==> src/rtl/seg_scan_display.sv <==
// Eight-digit multiplexed seven-segment display driver.
// Captures a 32-bit word on cs and scans it out as eight hex digits on
// shared active-low segment and digit-select lines.
module seg_scan_display #(
  parameter int unsigned SCAN_DIV = 50000,
  parameter int unsigned CNT_W    = 16,
  parameter int unsigned BLANK_LZ = 0
) (
  input  logic        clk,
  input  logic        reset,
  input  logic        cs,
  input  logic [31:0] i_data,
  output logic [7:0]  o_seg,
  output logic [7:0]  o_sel
);

  localparam logic [CNT_W-1:0] CNT_LAST = CNT_W'(SCAN_DIV - 1);

  logic [31:0]      data_reg;
  logic [CNT_W-1:0] cnt;
  logic [2:0]       dig;
  logic [3:0]       nib;
  logic [2:0]       hi_nib;
  logic             blank;
  logic [7:0]       seg_next;

  // Active-low hex-to-seven-segment decode, {g,f,e,d,c,b,a}.
  function automatic logic [6:0] dec(input logic [3:0] v);
    logic [6:0] s;
    case (v)
      4'h0: s = 7'h40;
      4'h1: s = 7'h79;
      4'h2: s = 7'h24;
      4'h3: s = 7'h30;
      4'h4: s = 7'h19;
      4'h5: s = 7'h12;
      4'h6: s = 7'h02;
      4'h7: s = 7'h78;
      4'h8: s = 7'h00;
      4'h9: s = 7'h10;
      4'hA: s = 7'h08;
      4'hB: s = 7'h03;
      4'hC: s = 7'h46;
      4'hD: s = 7'h21;
      4'hE: s = 7'h06;
      default: s = 7'h0E;
    endcase
    return s;
  endfunction

  // Index of the most significant nonzero nibble (0 when the word is zero).
  always_comb begin
    hi_nib = '0;
    for (int unsigned k = 1; k < 8; k++) begin
      if (data_reg[4*k +: 4] != 4'h0) hi_nib = 3'(k);
    end
  end

  // Segment pattern for the digit currently addressed by dig.
  always_comb begin
    nib      = data_reg[{dig, 2'b00} +: 4];
    blank    = (BLANK_LZ != 0) && (dig > hi_nib);
    seg_next = blank ? '1 : {1'b1, dec(nib)};
  end

  // Data capture register; reset wins over cs.
  always_ff @(posedge clk) begin
    if (!reset)  data_reg <= '0;
    else if (cs) data_reg <= i_data;
  end

  // Refresh counter and digit index.
  always_ff @(posedge clk) begin
    if (!reset) begin
      cnt <= '0;
      dig <= '0;
    end else if (cnt == CNT_LAST) begin
      cnt <= '0;
      dig <= dig + 3'd1;
    end else begin
      cnt <= cnt + 1'b1;
    end
  end

  // Registered display outputs, built from pre-edge dig and data_reg.
  always_ff @(posedge clk) begin
    if (!reset) begin
      o_sel <= '1;
      o_seg <= '1;
    end else begin
      o_sel <= ~(8'b1 << dig);
      o_seg <= seg_next;
    end
  end

endmodule

==> config.mk <==
export PLATFORM = sky130hd
export DESIGN_NAME = seg_scan_display
export DESIGN_NICKNAME = d
export VERILOG_FILES = /design/src/rtl/seg_scan_display.sv
export SDC_FILE = /design/constraint.sdc
export NUM_CORES = 1
export LEC_CHECK = 0
export BUFFER_PORTS_ARGS = -buffer_cell sky130_fd_sc_hd__buf_2
export CAP_MARGIN = 30
export CORE_MARGIN = 5
export CORE_UTILIZATION = 30
export CTS_CLUSTER_SIZE = 8
export DETAILED_ROUTE_END_ITERATION = 8
export GPL_TIMING_DRIVEN = 0
export PLACE_DENSITY = 0.48
export SLEW_MARGIN = 20
export SYNTH_ARGS = -nofsm -noshare
export SYNTH_HDL_FRONTEND = slang
export SYNTH_SLANG_ARGS = --single-unit
==> constraint.sdc <==
create_clock -name clk -period 3.7 [get_ports clk]
set_clock_uncertainty 0.15 [all_clocks]
set_input_delay 0.74 -clock clk [delete_from_list [all_inputs] [get_ports clk]]
set_output_delay 0.74 -clock clk [all_outputs]
set_load 0.01 [all_outputs]
==> results of run 1 <==
[through the flow]
stage               utilization, %  worst slack (ps)  hold WS (ps)
floorplan                        -              1260           280
global placement              34.5               779           300
detailed placement            34.5               746           305
CTS                           36.5               727           322
global route                  36.5               539           362
finish                        36.5               730           322
[cells in the mapped netlist (all sizes together) (5+ instances only)]
cell type and number:
inv 11, dfxtp 66, xor2 9, mux4 6
nand2 12, ha 13, clkbuf 9, nor2 55
xnor2 7, buf 7, mux2i 36, and3 5
nand3 12
[worst min path at each step]
| stage | start | endpoint | slack (ps) | cells past startpoint |
|---|---|---|---|---|
| floorplan | cnt[0] | cnt[0] | 280 | 1 |
| global placement | cnt[0] | cnt[0] | 300 | 1 |
| detailed placement | cnt[0] | cnt[0] | 310 | 1 |
| CTS | cnt[0] | cnt[0] | 320 | 1 |
| global route | data_reg[9] | data_reg[9] | 360 | 2 |
| finish | cnt[0] | cnt[0] | 320 | 1 |
[layer usage]
metal / wire, um / part of all wire (%)
met1: 3040 / 48
met2: 2860 / 45
met3: 328 / 5.2
met4: 74 / 1.2
met5: 0 / 0
[layout by cell type, fill, tap and decap left out, types with 7 or more instances in the layout]
master,synthesis,final
xnor2_1,7,7
inv_1,11,11
buf_2,1,49
dfxtp_1,66,66
xor2_1,9,9
nand3_1,12,12
nor2_1,55,55
nand2_1,12,12
clkbuf_8,0,12
ha_1,13,13
mux2i_1,36,36
clkbuf_1,9,9
[worst max-delay path, cell delays in order (launching register included)]
cell,delay [ps]
dfxtp_1,430
buf_6,200
mux4_1,570
mux2i_1,530
inv_1,190
ha_1,270
nand3_1,110
a21boi_0,210
o221ai_1,150
[kinds of logic (layout without fill, tap and decap cells)]
kind of cell	count (synthesis)	count (layout)	synth area share, %
other cells	1	1	0.129
compound gates	18	18	5.21
xor+xnor	16	16	4.82
fa+ha+maj	13	13	5.60
mux	46	46	19.2
flops	66	66	45.5
buf+inv	27	91	4.18
simple gates	100	100	15.4
[power groups by stage]
stage	clock network (uW)	logic [uW]	registers (uW)
floorplan	0	84.2	773
global placement	0	134	772
detailed placement	0	134	773
CTS	591	135	756
global route	620	149	760
finish	567	132	756
[area by class of cell]
cell class	count	area, um^2
buffer	16	80.1
multi-input combinational	194	1460
tap	133	166
timing repair buffer	48	240
fill	1015	6090
inverter	11	41.3
sequential	66	1320
clock buffer	12	165
clock inverter	4	25.0
==> impl_metrics.tcl, run 1 <==
set metrics [dict create \
    root_buffer "clkbuf_8" \
    critPathKind "reg2reg" \
    p_comb_share_pct 9.1 \
    hold_path.class "reg2reg" \
    synth_warnings 0 \
    synth_area_leaders "dfxtp_1 45%, mux2i_1 12%, nor2_1 7.1%" \
    die_w_um 108 \
    rows 36 \
    cp.required_ps 3730 \
    end_kind "flip-flop" \
    power.total_uw 1460 \
    ff2ff_setup_slack_ps 730 \
    finalNonFillerCells 484 \
    numPortBuffers 48 \
    drtAntennaViolNets 0 \
    drt-initial-drc-count 50 \
    clock.fmax_mhz 337 \
    cts_resized 0 \
    p_clk_share_pct 39.0 \
    diodes 0 \
    worst_pin_slew_ps 743 \
    start_util_pct 30.3 \
    r2r-start "dig[0]" \
    cts_max_level 3 \
    met2_usage_pct 17.6 \
    area_growth_pct 20.5 \
    dieArea_um2 11800 \
    yosysTopAreaCell "dfxtp_1" \
    vias 2140 \
    insertion_delay_ps 340 \
    status "complete, no violations" \
    met3_usage_pct 4.12 \
    crit_end "o_seg[6]" \
    synth-edff-count 0 \
    p_leak_uw 0.00152 \
    cts_buffer_depth 2 \
    cts_made_buffers 9 \
    rsz0062_at_grt "no" \
    dpl_cell_area_um2 3310 \
    dp_cells 468 \
    layout-drive-gt1-share_pct 22.8 \
    reg2reg_depth 8 \
    netlist_instances 287 \
    busiest_layer "met2" \
    tritoncts "done" \
    largest_reg_flops 32 \
    grt.total_usage_pct 11.4 \
    final-max-slew-violation-count 0 \
    synth_cell_types 43 \
    power.internal_uw 1100 \
    die_h_um 108 \
    core-area_um2 9590 \
    drtPass1Iterations 4 \
    critPathLaunchType "flip-flop" \
    clk_pin_slew_ps 70 \
    power_switching_uw 355 \
    async_flop_share_pct 0 \
    grt_pass1_wl_um 10300 \
    gr-total-overflow 0 \
    setup.worst_path.start "dig[0]" \
    wl_per_cell_um 13.0 \
    finalSetupViolations 0 \
    antenna_found_initial 0 \
    irDropWorstVdd_uv 209 \
    period_share_pct 80.3 \
    yosysSeqAreaShare_pct 45.5 \
    routed_wl_um 6300 \
    max_slew_margin_pct 50.5 \
    p_sw_share_pct 24.4 \
    power_density_nw_per_um2 416 \
    arrival_ps 3000 \
    ys.flop_type "dfxtp_1" \
    gp_congestion 0.714 \
    cts_sinks 66 \
    num_io_pins 51 \
    rr_endpoint "o_seg[6]" \
    min_period_ps 2970 \
    p_seq_share_pct 51.9 \
    dpl.hpwl_um 4740 \
    maxCapViolations 0 \
    synth_area_um2 2910 \
    drcViolationCount 0 \
    ys_seq_elements 66 \
    hold_buffers 0 \
    grt_start_max_net_pins 12 \
    met1_usage_pct 14.5 \
    post_cts_buffers 0 \
    syn_avg_cell_area_um2 10.1 \
    avgViaCountPerCell 4.42 \
    synth_fp_nets 335 \
    nets 394 \
    setup_tns_ps 0 \
    finish.instance_area_um2 3500 \
    synth_top_area_share_pct 45.5 \
    grt_pass1_vias 2134 \
    worstPathMaxFanout 10 \
    hold_viol 0 \
]
Note: power is estimated with default switching activity, not from simulation.
==> run 2: changes to the inputs <==
clock period = 2.9 ns   (was 3.7 ns; I/O delays follow)
==> run 2 against run 1 <==
- clock power is 27% higher
- highest routed layer unchanged
- cell area up 0.36%
- fmax rose by 10%
- power is 28% higher
- via count hardly changed
- first-iteration DRC count fell by 14%
- sequential cell count unchanged
- count of clock-buffer cells in the layout did not move
- largest power group unchanged
- core utilization increased by 0.13 points
==> impl_metrics.tcl, run 2 (synthesis results as in run 1) <==
set metrics [dict create \
    insertion_delay_ps 340 \
    arrival_ps 2730 \
    cp.depth 8 \
    drcViolationCount 0 \
    critPathKind "reg2reg" \
    dp_cells 468 \
    clock.fmax_mhz 370 \
    grt_start_max_net_pins 12 \
    irDropWorstVdd_uv 265 \
    grt_pass1_wl_um 10300 \
    status "complete, no violations" \
    root_buffer "clkbuf_8" \
    cp.buffers_inverters 2 \
    drtPass1Iterations 4 \
    setup_tns_ps 0 \
    cp_top_family "multiplexers" \
    grt_pass1_vias 2132 \
    routed_wl_um 6300 \
    wl_per_cell_um 13.0 \
    slowest_stage "mux4_1" \
    cts_sinks 66 \
    dpl.hpwl_um 4740 \
    hold_viol 0 \
    area_growth_pct 21.0 \
    rr_endpoint "o_seg[6]" \
    ff2ff_setup_slack_ps 200 \
    diodes 0 \
    clk_pin_slew_ps 70 \
    end_kind "flip-flop" \
    period_share_pct 93.1 \
    finalSetupViolations 0 \
    maxCapViolations 0 \
    vias 2138 \
    crit_end "o_seg[6]" \
    n_fill_cell 1014 \
    die_w_um 108 \
    min_period_ps 2700 \
    path_cells "buf_6 -> mux4_1 -> mux2i_4 -> inv_1 -> ha_1 -> nand3_1 -> a21boi_0 -> o221ai_1" \
    final_cell_mix "66 x dfxtp_1, 55 x nor2_1, 49 x buf_2" \
    dieArea_um2 11800 \
    critPathLaunchType "flip-flop" \
    antenna_found_initial 0 \
    numPortBuffers 48 \
    reg2reg_depth 8 \
    drt-initial-drc-count 43 \
    final_common_cell "dfxtp_1" \
    final-max-slew-violation-count 0 \
    rsz0062_at_grt "no" \
    post_cts_buffers 0 \
    hold_path.class "reg2reg" \
    cp.required_ps 2930 \
    die_h_um 108 \
    worst_pin_slew_ps 740 \
    p_leak_uw 0.00151 \
    tritoncts "done" \
    max_stage_delay_ps 620 \
    layout-drive-gt1-share_pct 23.1 \
    gp_congestion 0.714 \
    avgViaCountPerCell 4.42 \
    max_slew_margin_pct 50.7 \
    core-area_um2 9590 \
    finalNonFillerCells 484 \
    cts_buffer_depth 2 \
    grt.total_usage_pct 11.5 \
    cts_max_level 3 \
    worstPathMaxFanout 10 \
    power_density_nw_per_um2 528 \
    rows 36 \
    drtAntennaViolNets 0 \
    num_io_pins 51 \
    setup.worst_path.start "dig[0]" \
    nets 394 \
    r2r-start "dig[0]" \
    start_util_pct 30.3 \
    largest_reg_flops 32 \
    cts_made_buffers 9 \
    gr-total-overflow 0 \
]
## run 2: cell counts in the layout (fill, tap and decap cells not counted)
Identical to the previous run, type by type.
## run 2: layout make-up
class	instances	area [um^2]	share of cell area, %
Buffer	16	80.1	2.28
Clock buffer	12	165	4.70
Clock inverter	4	25.0	0.712
Inverter	11	41.3	1.17
Multi-Input combinational cell	194	1480	42.0
Sequential cell	66	1320	37.6
Tap cell	133	166	4.73
Timing Repair Buffer	48	240	6.83
## run 2: how the worst min path moves through the flow
stage	startpoint	endpoint	slack, ps	cells past startpoint
after floorplan	cnt[0]	cnt[0]	280	1
after detailed placement	cnt[0]	cnt[0]	310	1
after global routing	i_data[28]	data_reg[28]	310	3
final	cnt[0]	cnt[0]	320	1
after global placement	cnt[0]	cnt[0]	300	1
after CTS	i_data[28]	data_reg[28]	300	3
## run 2: timing repair
action	4_1_cts	5_1_grt
pin swaps	0	0
setup endpoints to repair	3	3
hold buffers	0	0
gates resized for setup	1	1
endpoints found under the hold margin	0	0
## run 2: report_power, final
group / leakage, uW / switching (uW) / internal, uW
sequential: 0.000542 / 18.2 / 947
clock: 0.0000944 / 345 / 377
combinational: 0.000875 / 88.5 / 81.8
total: 0.00151 / 452 / 1410
## run 2: through the flow
step | hold slack (ps) | util (%) | setup WS (ps) | total power, uW | cell area (um^2)
global route | 309 | 36.6 | 36.1 | 1950 | 3520
global placement | 300 | 34.5 | -21.3 | 1160 | 3310
finish | 322 | 36.6 | 200 | 1860 | 3520
floorplan | 280 | - | 458 | 1090 | 2910
CTS | 304 | 36.6 | 89.6 | 1890 | 3510
detailed placement | 305 | 34.5 | -53.8 | 1160 | 3310
## run 2: worst reg2reg max path: stages, from the launching register on
cell	delay [ps]
dfxtp_1	430
buf_6	210
mux4_1	620
mux2i_4	300
inv_1	140
ha_1	240
nand3_1	110
a21boi_0	200
o221ai_1	150
## run 2: metal layers
metal  vias up  wire, um  GRT usage [%]
li1       1099         -              -
met4         0       101           4.60
met5         -         0              0
met2        47      2830           17.7
met1       981      3010           14.5
met3        11       361           4.12
